**src/rtl/traffic_light_fsm_pkg.sv**
```systemverilog
// Shared definitions for the traffic-light controller: state encodings,
// light codes and small helpers. NIGHT_MODE_EN adds the FLASH state.
package traffic_light_fsm_pkg;

  typedef enum logic [2:0] {
    ST_NS_G  = 3'd0,
    ST_NS_Y  = 3'd1,
    ST_AR1   = 3'd2,
    ST_EW_G  = 3'd3,
    ST_EW_Y  = 3'd4,
    ST_AR2   = 3'd5,
    ST_WALK  = 3'd6
`ifdef NIGHT_MODE_EN
    , ST_FLASH = 3'd7
`endif
  } state_e;

  // Lamp codes {R,Y,G}
  localparam logic [2:0] LT_R   = 3'b100;
  localparam logic [2:0] LT_Y   = 3'b010;
  localparam logic [2:0] LT_G   = 3'b001;
  localparam logic [2:0] LT_OFF = 3'b000;

  // Legal dwell range in ticks; the counter is 4 bits wide
  localparam int unsigned T_MIN = 1;
  localparam int unsigned T_MAX = 15;

  function automatic bit t_in_range(input int unsigned t);
    return (t >= T_MIN) && (t <= T_MAX);
  endfunction

  // Steady-state lamps for a state, packed as {ns, ew}
  function automatic logic [5:0] lights_of(input state_e s);
    case (s)
      ST_NS_G: return {LT_G, LT_R};
      ST_NS_Y: return {LT_Y, LT_R};
      ST_EW_G: return {LT_R, LT_G};
      ST_EW_Y: return {LT_R, LT_Y};
      default: return {LT_R, LT_R};
    endcase
  endfunction

endpackage

```
**src/rtl/seg7_decoder.sv**
```systemverilog
// Hex digit to 7-segment decoder, active-low segments {g,f,e,d,c,b,a}.
// Shows 0-9 and A,b,C,d,E,F for 10-15.
module seg7_decoder (
  input  logic [3:0] i_val,
  output logic [6:0] o_seg_n
);

  // Pure lookup from nibble to segment pattern
  always_comb begin
    o_seg_n = '1;
    case (i_val)
      4'h0: o_seg_n = ~7'h3F;
      4'h1: o_seg_n = ~7'h06;
      4'h2: o_seg_n = ~7'h5B;
      4'h3: o_seg_n = ~7'h4F;
      4'h4: o_seg_n = ~7'h66;
      4'h5: o_seg_n = ~7'h6D;
      4'h6: o_seg_n = ~7'h7D;
      4'h7: o_seg_n = ~7'h07;
      4'h8: o_seg_n = ~7'h7F;
      4'h9: o_seg_n = ~7'h6F;
      4'hA: o_seg_n = ~7'h77;
      4'hB: o_seg_n = ~7'h7C;
      4'hC: o_seg_n = ~7'h39;
      4'hD: o_seg_n = ~7'h5E;
      4'hE: o_seg_n = ~7'h79;
      4'hF: o_seg_n = ~7'h71;
      default: o_seg_n = '1;
    endcase
  end

endmodule

```
**src/rtl/traffic_light_fsm.sv**
```systemverilog
// Two-way traffic-light controller with latched pedestrian requests.
// clk_div is sampled as data; its synchronized rising edge is the step tick.
// Optional night flashing mode: define NIGHT_MODE_EN.
module traffic_light_fsm
  import traffic_light_fsm_pkg::*;
#(
  parameter int unsigned T_GREEN  = 5,
  parameter int unsigned T_YELLOW = 2,
  parameter int unsigned T_ALLRED = 1,
  parameter int unsigned T_WALK   = 4
) (
  input  logic       clk,
  input  logic       rst,
  input  logic       clk_div,
  input  logic       ped_req_n,
`ifdef NIGHT_MODE_EN
  input  logic       night,
`endif
  output logic [2:0] ns_light,
  output logic [2:0] ew_light,
  output logic       ped_walk,
  output logic [3:0] countdown,
  output logic [6:0] hex0,
  output logic [2:0] state_dbg
);

  // Out-of-range dwell parameters stop elaboration
  if (!t_in_range(T_GREEN)) begin : g_bad_t_green
    $error("T_GREEN must be in 1..15");
  end
  if (!t_in_range(T_YELLOW)) begin : g_bad_t_yellow
    $error("T_YELLOW must be in 1..15");
  end
  if (!t_in_range(T_ALLRED)) begin : g_bad_t_allred
    $error("T_ALLRED must be in 1..15");
  end
  if (!t_in_range(T_WALK)) begin : g_bad_t_walk
    $error("T_WALK must be in 1..15");
  end

  localparam logic [3:0] C_GREEN  = 4'(T_GREEN  - 1);
  localparam logic [3:0] C_YELLOW = 4'(T_YELLOW - 1);
  localparam logic [3:0] C_ALLRED = 4'(T_ALLRED - 1);
  localparam logic [3:0] C_WALK   = 4'(T_WALK   - 1);

  function automatic logic [3:0] dwell_of(input state_e s);
    case (s)
      ST_NS_G, ST_EW_G: return C_GREEN;
      ST_NS_Y, ST_EW_Y: return C_YELLOW;
      ST_WALK:          return C_WALK;
      default:          return C_ALLRED;
    endcase
  endfunction

  logic       r_cd_s1, r_cd_s2, r_cd_d;
  logic       r_pb_s1, r_pb_s2, r_pb_d;
  logic       w_tick, w_press;

  state_e     r_state, w_next_state;
  logic [3:0] r_cnt, w_next_cnt;
  logic       r_next_dir, w_next_dir;
  logic       r_ped_pending, w_next_pending;
  logic [2:0] r_ns_light, r_ew_light;
  logic       r_ped_walk;
  logic [6:0] w_hex;

`ifdef NIGHT_MODE_EN
  logic r_nt_s1, r_nt_s2;
  logic r_flash_on, w_next_flash;
  logic w_night;

  // Night request synchronizer
  always_ff @(posedge clk or negedge rst) begin
    if (!rst) begin
      r_nt_s1 <= 1'b0;
      r_nt_s2 <= 1'b0;
    end else begin
      r_nt_s1 <= night;
      r_nt_s2 <= r_nt_s1;
    end
  end

  assign w_night = r_nt_s2;
`endif

  // Two-flop synchronizers plus one history flop each for edge detection
  always_ff @(posedge clk or negedge rst) begin
    if (!rst) begin
      r_cd_s1 <= 1'b0;
      r_cd_s2 <= 1'b0;
      r_cd_d  <= 1'b0;
      r_pb_s1 <= 1'b1;
      r_pb_s2 <= 1'b1;
      r_pb_d  <= 1'b1;
    end else begin
      r_cd_s1 <= clk_div;
      r_cd_s2 <= r_cd_s1;
      r_cd_d  <= r_cd_s2;
      r_pb_s1 <= ped_req_n;
      r_pb_s2 <= r_pb_s1;
      r_pb_d  <= r_pb_s2;
    end
  end

  assign w_tick  = r_cd_s2 & ~r_cd_d;
  assign w_press = r_pb_d & ~r_pb_s2;

  // Next state, dwell count, walk return direction and request latch
  always_comb begin
    w_next_state = r_state;
    w_next_cnt   = r_cnt;
    w_next_dir   = r_next_dir;
`ifdef NIGHT_MODE_EN
    w_next_flash = r_flash_on;
`endif
    if (w_tick) begin
`ifdef NIGHT_MODE_EN
      if (w_night) begin
        w_next_state = ST_FLASH;
        w_next_cnt   = '0;
        w_next_flash = (r_state == ST_FLASH) ? ~r_flash_on : 1'b1;
      end else if (r_state == ST_FLASH) begin
        w_next_state = ST_AR2;
        w_next_cnt   = C_ALLRED;
      end else
`endif
      if (r_cnt != '0) begin
        w_next_cnt = r_cnt - 4'd1;
      end else begin
        case (r_state)
          ST_NS_G: w_next_state = ST_NS_Y;
          ST_NS_Y: w_next_state = ST_AR1;
          ST_AR1: begin
            if (r_ped_pending) begin
              w_next_state = ST_WALK;
              w_next_dir   = 1'b1;
            end else begin
              w_next_state = ST_EW_G;
            end
          end
          ST_EW_G: w_next_state = ST_EW_Y;
          ST_EW_Y: w_next_state = ST_AR2;
          ST_AR2: begin
            if (r_ped_pending) begin
              w_next_state = ST_WALK;
              w_next_dir   = 1'b0;
            end else begin
              w_next_state = ST_NS_G;
            end
          end
          ST_WALK: w_next_state = r_next_dir ? ST_EW_G : ST_NS_G;
          default: w_next_state = ST_AR2;
        endcase
        w_next_cnt = dwell_of(w_next_state);
      end
    end

    // Entering WALK clears the request even against a same-cycle press
    w_next_pending = r_ped_pending;
    if (w_next_state == ST_WALK && r_state != ST_WALK)
      w_next_pending = 1'b0;
`ifdef NIGHT_MODE_EN
    else if (r_state == ST_FLASH || w_next_state == ST_FLASH)
      w_next_pending = 1'b0;
`endif
    else if (w_press && r_state != ST_WALK)
      w_next_pending = 1'b1;
  end

  // State register with lamps registered from the next state
  always_ff @(posedge clk or negedge rst) begin
    if (!rst) begin
      r_state       <= ST_AR2;
      r_cnt         <= C_ALLRED;
      r_next_dir    <= 1'b0;
      r_ped_pending <= 1'b0;
      r_ns_light    <= LT_R;
      r_ew_light    <= LT_R;
      r_ped_walk    <= 1'b0;
`ifdef NIGHT_MODE_EN
      r_flash_on    <= 1'b0;
`endif
    end else begin
      r_state                  <= w_next_state;
      r_cnt                    <= w_next_cnt;
      r_next_dir               <= w_next_dir;
      r_ped_pending            <= w_next_pending;
      {r_ns_light, r_ew_light} <= lights_of(w_next_state);
      r_ped_walk               <= (w_next_state == ST_WALK);
`ifdef NIGHT_MODE_EN
      r_flash_on <= w_next_flash;
      if (w_next_state == ST_FLASH) begin
        r_ns_light <= w_next_flash ? LT_Y : LT_OFF;
        r_ew_light <= w_next_flash ? LT_Y : LT_OFF;
      end
`endif
    end
  end

  seg7_decoder u_seg7 (
    .i_val   (r_cnt),
    .o_seg_n (w_hex)
  );

  assign ns_light  = r_ns_light;
  assign ew_light  = r_ew_light;
  assign ped_walk  = r_ped_walk;
  assign countdown = r_cnt;
  assign hex0      = w_hex;
  assign state_dbg = r_state;

endmodule

```
**config.mk**
```make
export PLATFORM = sky130hd
export DESIGN_NAME = traffic_light_fsm
export DESIGN_NICKNAME = d
export VERILOG_FILES = /design/src/rtl/traffic_light_fsm_pkg.sv /design/src/rtl/seg7_decoder.sv /design/src/rtl/traffic_light_fsm.sv
export SDC_FILE = /design/constraint.sdc
export NUM_CORES = 1
export LEC_CHECK = 0
export ABC_AREA = 1
export ABC_CLOCK_PERIOD_IN_PS = 2200
export BUFFER_PORTS_ARGS = -buffer_cell sky130_fd_sc_hd__buf_2
export CORE_UTILIZATION = 56
export CTS_BUF_LIST = sky130_fd_sc_hd__clkbuf_8
export DETAILED_ROUTE_END_ITERATION = 7
export PLACE_DENSITY = 0.81
export RECOVER_POWER = 50
export SLEW_MARGIN = 10
export SYNTH_ARGS = -nofsm -noshare
export SYNTH_HDL_FRONTEND = slang
export SYNTH_SLANG_ARGS = --single-unit
export TNS_END_PERCENT = 10
```
**constraint.sdc**
```tcl
create_clock -name clk -period 2.2 [get_ports clk]
set_input_delay 0.22 -clock clk [delete_from_list [all_inputs] [get_ports clk]]
set_output_delay 0.22 -clock clk [all_outputs]
set_load 0.1 [all_outputs]
```
After elaboration in Yosys (flattened, before gate mapping)
Memory sizes are Yosys's and may differ from the RTL's.
Index checks and enable logic that the tools add are counted.
{"block": "totals", "regBits": 22, "rom_bits": 112, "in_bits": 4, "word_cells": 63, "n_memories": 1}
{"memory": "(no name shown)", "words": 16, "width": 7, "rd": 1, "rd_ports_with_merged_regs": 0, "wr": 0, "line_no": "seg7_decoder.sv:11", "text": "case (i_val)"}
{"block": "classes", "add_sub_neg": 1, "n_eq_ne": 16, "mux": 16, "n_bitwise": 5, "n_reduce_logical": 11}
{"cell": "6-bit one-hot mux with 4 select lines", "n": 1}
{"cell": "3-bit == test, second input constant", "n": 6}
{"cell": "3-bit 2-to-1 mux", "n": 6}
{"cell": "3-bit one-hot mux with 6 select lines", "n": 1}
{"cell": "3-bit by 2-bit == test with 1-bit output, second input constant", "n": 4}
{"cell": "3-bit by 1-bit == test with 1-bit output, second input constant", "n": 3}
{"cell": "3-bit zero test", "n": 3}
{"cell": "3-bit one-hot mux with 3 select lines", "n": 1}
{"cell": "5-bit AND reduction", "n": 1}
{"cell": "1-bit 2-to-1 mux", "n": 4}
{"cell": "4-bit 2-to-1 mux", "n": 1}
{"cell": "2-bit inequality test, second input constant", "n": 2}
{"cell": "2-bit nonzero test", "n": 2}
{"cell": "4-bit nonzero test", "n": 1}
{"cell": "2-bit OR reduction", "n": 2}
{"cell": "4-bit by 1-bit subtractor with 4-bit output, second input constant", "n": 1}
{"cell": "3-bit inequality test, second input constant", "n": 1}
{"cell": "1-bit inverter", "n": 3}
{"cell": "1-bit AND", "n": 2}
{"cell": "1-bit logical AND", "n": 2}
{"cell": "2-bit 2-to-1 mux", "n": 1}
{"cell": "1-bit one-hot mux with 2 select lines", "n": 1}

Depth between registers and ports, before layout
Gate-level depths: netlist (run 1).
{"block": "logic_depth", "word_depth": 9, "ltp_mapped": 9}

Modules after synthesis
From an unflattened synthesis (run 1), not the netlist that was laid out.
{"block": "unflattened", "hier_cells": 160, "hier_area_um2": 1276.2}
{"mod": "traffic_light_fsm", "instances": 1, "cells_each": 111, "area_each_um2": 1002.2, "seq_area_each_um2": 559.3}
{"mod": "seg7_decoder", "instances": 1, "cells_each": 49, "area_each_um2": 274.0, "seq_area_each_um2": 0.0}

Least setup slack after synthesis (run 1)
OpenSTA, ideal clock, no wires.
{"block": "synth_path", "kind": "reg2out", "start": "register r_cnt[0], in the netlist countdown[0]", "end": "output hex0[5]", "arrival_ns": 3.801, "required_time_ns": 1.980, "slack_ns": -1.821, "stages_incl_launch_ff": 5, "path_buffers": 0, "path_cell_list": "dfrtp_1 inv_1 ha_1 o21a_1 o21ai_0"}
{"block": "synth_between", "elab_chain_len": 1}
{"item": "start, declared", "line_no": "traffic_light_fsm.sv:60", "text": "logic [3:0] r_cnt, w_next_cnt;"}
{"item": "start signal, assigned", "line_no": "traffic_light_fsm.sv:185", "text": "r_cnt <= w_next_cnt;"}
{"item": "memory 16 x 7 bit"}
{"item": "end, declared", "line_no": "traffic_light_fsm.sv:23", "text": "output logic [6:0] hex0,"}
Every way passes these cells.

Worst setup path after layout (run 1)
{"block": "layout_path", "start": "register r_cnt[0], in the netlist countdown[0]", "end": "output hex0[3]"}
The elaborated chain is that of the path after synthesis.

==> summary.md, run 1 <==
| Metric | Value |
|---|---|
| Placement Setup Slack | 426.1 ps |
| Hold Path Sink | r_pb_s1 |
| WP data required | 1980 ps |
| Sequential share of the synthesized area | 45.80% |
| Core box area | 2002 sq um |
| Maximum number of pins on one net before global-route repair | 23 |
| Post-synth cell types | 29 |
| Fin Setup TNS | 0 ps |
| Die Width | 48.70 microns |
| Period utilization | 93.43% |
| Final non-filler cell total | 198 |
| Number of gates resized after CTS | 0 |
| Antenna violations before repair | 0 |
| Clk Latency, worst-skew pair | 260 ps |
| Cell Area, Synth | 1221 sq um |
| Syn Area/Cell | 8.480 sq um |
| RSZ-0062 raised after global routing | false |
| Register-to-register setup slack | 560 ps |
| CTS root buffer | clkbuf_8 |
| First-pass GRT wire length | 4.416 mm |
| Number of CTS-inserted buffers | 3 |
| Setup-failing EPs final | 0 |
| Worst-path clk slew | 80 ps |
| Placed cells | 193 |
| Synthesis-to-layout area growth | 21.21% |
| Reg2reg end | ns_light[0] |
| Slew Limit Headroom | 22.13% |
| Worst-path fanout max | 7 |
| Setup ws final | 144.5 ps |
| Fill cells | 160 |
| Num rows | 16 |
| # port buffers | 24 |
| Status | finished clean |
| Slew @ Worst Pin | 1173 ps |
| RR Startpoint | countdown[1] |
| Chip height | 48.70 microns |
| Vias per cell | 5.525 |
| Dominant cells by area after synthesis | dfrtp_1 (31%), dfstp_2 (15%), nand2_1 (8.0%) |
| NumNets Final | 182 |
| Min Hold Slack | 48.00 ps |
| Worst hold stages | 1 |
| CTS tree | built |
| Die Footprint | 2371 sq um |
| Max-Cap Viols | 0 |
| GP Congestion | 0.9250 |
| CP Data Arrival Time | 1840 ps |
| Vias in the first global route | 976 |
| ANT cells | 0 |
| GRT overflow | 0 |
| Htree depth | 1 |
| Mapped Cells | 144 |
| DR pass1 iterations | 5 |
| Synth Register Bits | 22 |
| Final Routed Wirelength | 2.528 mm |
| Yosys top cell area share | 30.74% |
| Min Tclk post-route | 2056 ps |
| Clock tree buffer depth | 2 |
| HP Start | ped_req_n |
| Initial Util | 61.00% |
| Crit. End Element | primary output |
| Total Routing Usage GR | 24.22% |
| CP Launch Type | flop |
| Fmax | 486.5 MHz |
| DRT iter0 DRCs | 32 |
| Clk sinks | 22 |
| Syn Nets | 154 |
| Synth area leader | dfrtp_1 |
| Fin. Hold Viols | 0 |
| # DRC | 0 |
| DR vias | 1,094 |
| Layout cells sized above 1 | 34.50% |
| Top Ports | 25 |
| R2r worst-path depth | 8 |
| Yosys warnings | 0 |
| Clock skew | 2.466 ps |
| WL per Instance | 12.77 microns |
| HP Class | input port to flop |
| Final ANT Viol Nets | 0 |
| Final Max Slew Viols | 0 |
| Crit path kind | flop to primary output |
| HPWL Detailed | 1.922 mm |
## Yosys cell counts
library cell	n
o21ai_1	1
nand2_1	26
dfstp_2	7
dfrtp_1	15
nand4_1	2
ha_1	6
inv_1	13
nor2_4	2
a31oi_1	1
clkbuf_1	1
o31ai_1	1
nand2_4	1
nand3_2	2
nor3_1	2
nand3b_1	1
nand3_1	12
nor2_1	18
nor4_1	1
o21a_1	1
o21ai_4	1
o211ai_1	2
o21ai_0	9
nor2_8	1
a21oi_1	4
nand2_2	5
inv_2	6
a32o_1	1
a22oi_1	1
buf_2	1
## state kept, by name, indices dropped and copies added, names as in the netlist
| register | cells |
|---|---|
| countdown | 4 |
| ew_light | 3 |
| ns_light | 3 |
| state_dbg | 3 |
| ped_walk | 1 |
| r_cd_d | 1 |
| r_cd_s1 | 1 |
| r_cd_s2 | 1 |
| r_next_dir | 1 |
| r_pb_d | 1 |
| r_pb_s1 | 1 |
| r_pb_s2 | 1 |
| r_ped_pending | 1 |
## critical path, cell delays in order (launching register included)
cell and delay (ps):
dfrtp_4 520, inv_4 100, ha_1 170, inv_1 50, o21ai_0 150, nand2_1 70
o211ai_1 70, buf_2 450
## worst max-delay path by stage
stage	startpoint	to	slack [ps]
floorplan	countdown[0]	hex0[3]	-440
global placement	countdown[1]	hex0[0]	500
detailed placement	countdown[0]	hex0[3]	430
CTS	countdown[0]	hex0[3]	140
global route	countdown[0]	hex0[3]	20
finish	countdown[0]	hex0[3]	140
## cell families (layout without fill, tap and decap cells)
group	count (synthesis)	in the layout	share of synthesized area, %
compound gates	22	22	11.48
flops	22	22	45.80
fa+ha+maj	6	6	6.147
simple gates	73	73	30.02
buf+inv	21	48	6.557
## repair_timing
item	4_1_cts	5_1_grt
setup endpoints to repair	0	0
hold endpoints to repair	15	0
hold buffers	1	0
buffers inserted	0	0
## metal layers
| metal | global-route usage (%) | wire length [microns] |
|---|---|---|
| met1 | 32.16 | 1153 |
| met4 | 8.824 | 32 |
| met3 | 4.088 | 82 |
| met2 | 39.81 | 1260 |
| met5 | 0 | 0 |
## layout make-up
cell class / count / area, sq um / area share (%)
inverters: 19 / 78.83 / 5.325
flip-flops and latches: 22 / 574.3 / 38.80
clock buffers: 4 / 55.05 / 3.719
well taps: 27 / 33.78 / 2.282
multi-input cells: 101 / 614.3 / 41.50
repair buffers: 25 / 123.9 / 8.369
## through the flow
| step | area, sq um | util [%] |
|---|---|---|
| floorplan | 1292 | - |
| global placement | 1421 | 71.00 |
| detailed placement | 1421 | 71.00 |
| CTS | 1486 | 74.25 |
| global route | 1480 | 73.94 |
| finish | 1480 | 73.94 |
## layout by cell type (no fill, tap or decap), types with 2 or more instances in the layout
cell / instances
a21oi_1: 4
buf_2: 19
clkbuf_1: 5
clkbuf_8: 4
dfrtp_1: 11
dfrtp_4: 4
dfstp_2: 7
ha_1: 5
inv_1: 10
inv_2: 6
inv_4: 3
nand2_1: 25
nand2_2: 6
nand3_1: 12
nand3_2: 2
nand4_1: 2
nor2_1: 18
nor2_4: 2
nor3_1: 2
o211ai_1: 2
o21ai_0: 7
o21ai_1: 2
Power of run 1 is left out: the tool's default activity adds up to more than one toggle a clock period on the data nets, which glitch-free logic cannot reach.
==> run 2, diff against run 1 <==
ABC_CLOCK_PERIOD_IN_PS = 2100   (was 2200)
CORE_MARGIN = 4   (was default)
clock period = 2.1 ns   (was 2.2 ns; I/O delays follow)
==> summary.md, run 2 (same netlist as run 1, synthesis figures left out) <==
| Metric | Value |
|---|---|
| Max reg flops | 4 (unchanged) |
| Worst hold stages | 1 (unchanged) |
| Min Tclk post-route | 1981 ps |
| Cell area after layout | 1475 sq um (was 1480 sq um) |
| Crit path kind | flop to primary output (unchanged) |
| Vias in the first global route | 926 (was 976) |
| Die Width | 54.70 microns (was 48.70 microns) |
| CTS root buffer | clkbuf_8 (unchanged) |
| Total Routing Usage GR | 18.62% (was 24.22%) |
| WP buf/inv | 2 (was 3) |
| Synthesis-to-layout area growth | 20.80% (was 21.21%) |
| RSZ-0062 raised after global routing | false (unchanged) |
| Fmax | 504.9 MHz |
| Top Ports | 25 (unchanged) |
| Setup ws final | 119.5 ps (was 144.5 ps) |
| CP Data Arrival Time | 1770 ps (was 1840 ps) |
| Slew Limit Headroom | 21.87% (was 22.13%) |
| HP Class | input port to flop (unchanged) |
| NumNets Final | 182 (unchanged) |
| Commonest non-fill, non-tap cell in the layout | nand2_1 (unchanged) |
| Hold Path Sink | r_pb_s1 (unchanged) |
| Setup-failing EPs final | 0 (unchanged) |
| Top Usage Layer GRT | met2 (unchanged) |
| Maximum number of pins on one net before global-route repair | 23 (unchanged) |
| Worst-path clk slew | 70 ps (was 80 ps) |
| Slew @ Worst Pin | 1177 ps (was 1173 ps) |
| # port buffers | 24 (unchanged) |
| Period utilization | 94.31% |
| Clock skew | 1.668 ps (was 2.466 ps) |
| RR Startpoint | countdown[0] (was countdown[1]) |
| Met2 Resource Use GR | 31.30% (was 39.81%) |
| Max stage delay on crit path | 530 ps (was 520 ps) |
| CTS tree | built (unchanged) |
| GRT overflow | 0 (unchanged) |
| Crit. End Element | primary output (unchanged) |
| Final ANT Viol Nets | 0 (unchanged) |
| Register-to-register setup slack | 480 ps (was 560 ps) |
| Critical Path Slowest Stage Cell | dfrtp_4 (unchanged) |
| HP Start | ped_req_n (unchanged) |
| Fin util | 72.96% (was 73.94%) |
| Final Routed Wirelength | 2.434 mm (was 2.528 mm) |
| ANT cells | 0 (unchanged) |
| HPWL Detailed | 1.914 mm (was 1.922 mm) |
| Met1 GRT Util | 23.96% (was 32.16%) |
| Post-DP Area | 1421 sq um (unchanged) |
| Clk Latency, worst-skew pair | 250 ps (was 260 ps) |
| Placement Setup Slack | 337.8 ps (was 426.1 ps) |
| Antenna violations before repair | 0 (unchanged) |
| Num rows | 16 (unchanged) |
| Fin. Hold Viols | 0 (unchanged) |
| Cell family with most CP delay | flip-flops (was buffers and inverters) |
| Status | finished clean (unchanged) |
| Chip height | 54.70 microns (was 48.70 microns) |
| Reg2reg end | ns_light[1] (was ns_light[0]) |
| Layout cells sized above 1 | 33.92% (was 34.50%) |
| DR pass1 iterations | 4 (was 5) |
| Die Footprint | 2992 sq um (was 2371 sq um) |
| CP Launch Type | flop (unchanged) |
| Crit path cell chain | inv_4, ha_1, nand3_1, o21ai_2, buf_2 (was inv_4, ha_1, inv_1, o21ai_0, nand2_1, o211ai_1, buf_2) |
| Clock tree buffer depth | 2 (unchanged) |
| Clk sinks | 22 (unchanged) |
| GP Congestion | 0.8706 (was 0.9250) |
| Final Max Slew Viols | 0 (unchanged) |
| Htree depth | 1 (unchanged) |
| Routing usage on met3 | 4.905% (was 4.088%) |
| First-pass GRT wire length | 4.071 mm (was 4.416 mm) |
| Most frequent cells in the layout | nand2_1 (25), nor2_1 (18), buf_2 (17) (was nand2_1 (25), buf_2 (19), nor2_1 (18)) |
| Worst-path fanout max | 8 (was 7) |
| Initial Util | 60.40% (was 61.00%) |
| WL per Instance | 12.29 microns (was 12.77 microns) |
| Vias per cell | 5.343 (was 5.525) |
| Core box area | 2022 sq um (was 2002 sq um) |
| # DRC | 0 (unchanged) |
| DRT iter0 DRCs | 29 (was 32) |
| Max-Cap Viols | 0 (unchanged) |
| WP data required | 1890 ps (was 1980 ps) |
| DR vias | 1,058 (was 1,094) |
| Number of CTS-inserted buffers | 3 (unchanged) |
| R2r worst-path depth | 8 (unchanged) |
| Setup Buffers After CTS | 0 (unchanged) |
## run 2: cell types whose count changed in the layout (fill, tap and decap cells not counted), sizes merged
cell    previous run  this run
inv               19        20
buf               19        17
clkbuf             9        10
## run 2: cell type report
cell class | instances | area (sq um)
clock inverters | 1 | 3.754
flip-flops and latches | 22 | 574.3
multi-input cells | 101 | 614.3
well taps | 27 | 33.78
inverters | 19 | 78.83
repair buffers | 25 | 128.9
clock buffers | 3 | 41.29
fillers | 166 | 546.8
## run 2: worst max path at each step
stage / depth (start not counted) / slack, ps / end / startpoint
5_1_grt: 5 / 20 / hex0[5] / countdown[1]
2_1_floorplan: 3 / -530 / hex0[3] / countdown[0]
6_report: 5 / 120 / hex0[5] / countdown[1]
3_3_place_gp: 5 / 400 / hex0[0] / countdown[1]
4_1_cts: 7 / 50 / hex0[3] / countdown[0]
3_5_place_dp: 7 / 340 / hex0[3] / countdown[0]
## run 2: timing repair
action,4_1_cts,5_1_grt
hold buffers,1,0
hold endpoints to repair,15,0
endpoints found under the setup margin,0,2
resized for setup,0,2
## run 2: per-stage QoR
step                      hold WS, ps  TNS [ps]  std cells
after detailed placement        194.8         0        193
after global placement          184.1         0        193
after CTS                       43.28         0        198
after floorplan                -85.59     -1130        144
after global routing            44.32         0        198
final                           51.23         0        198
## run 2: metal layers
layer	share of wire (%)	routed length, microns
met5	0	0
met4	0	0
met3	7.1	172
met2	48	1160
met1	45	1101
Power of run 2 is left out for the same reason.
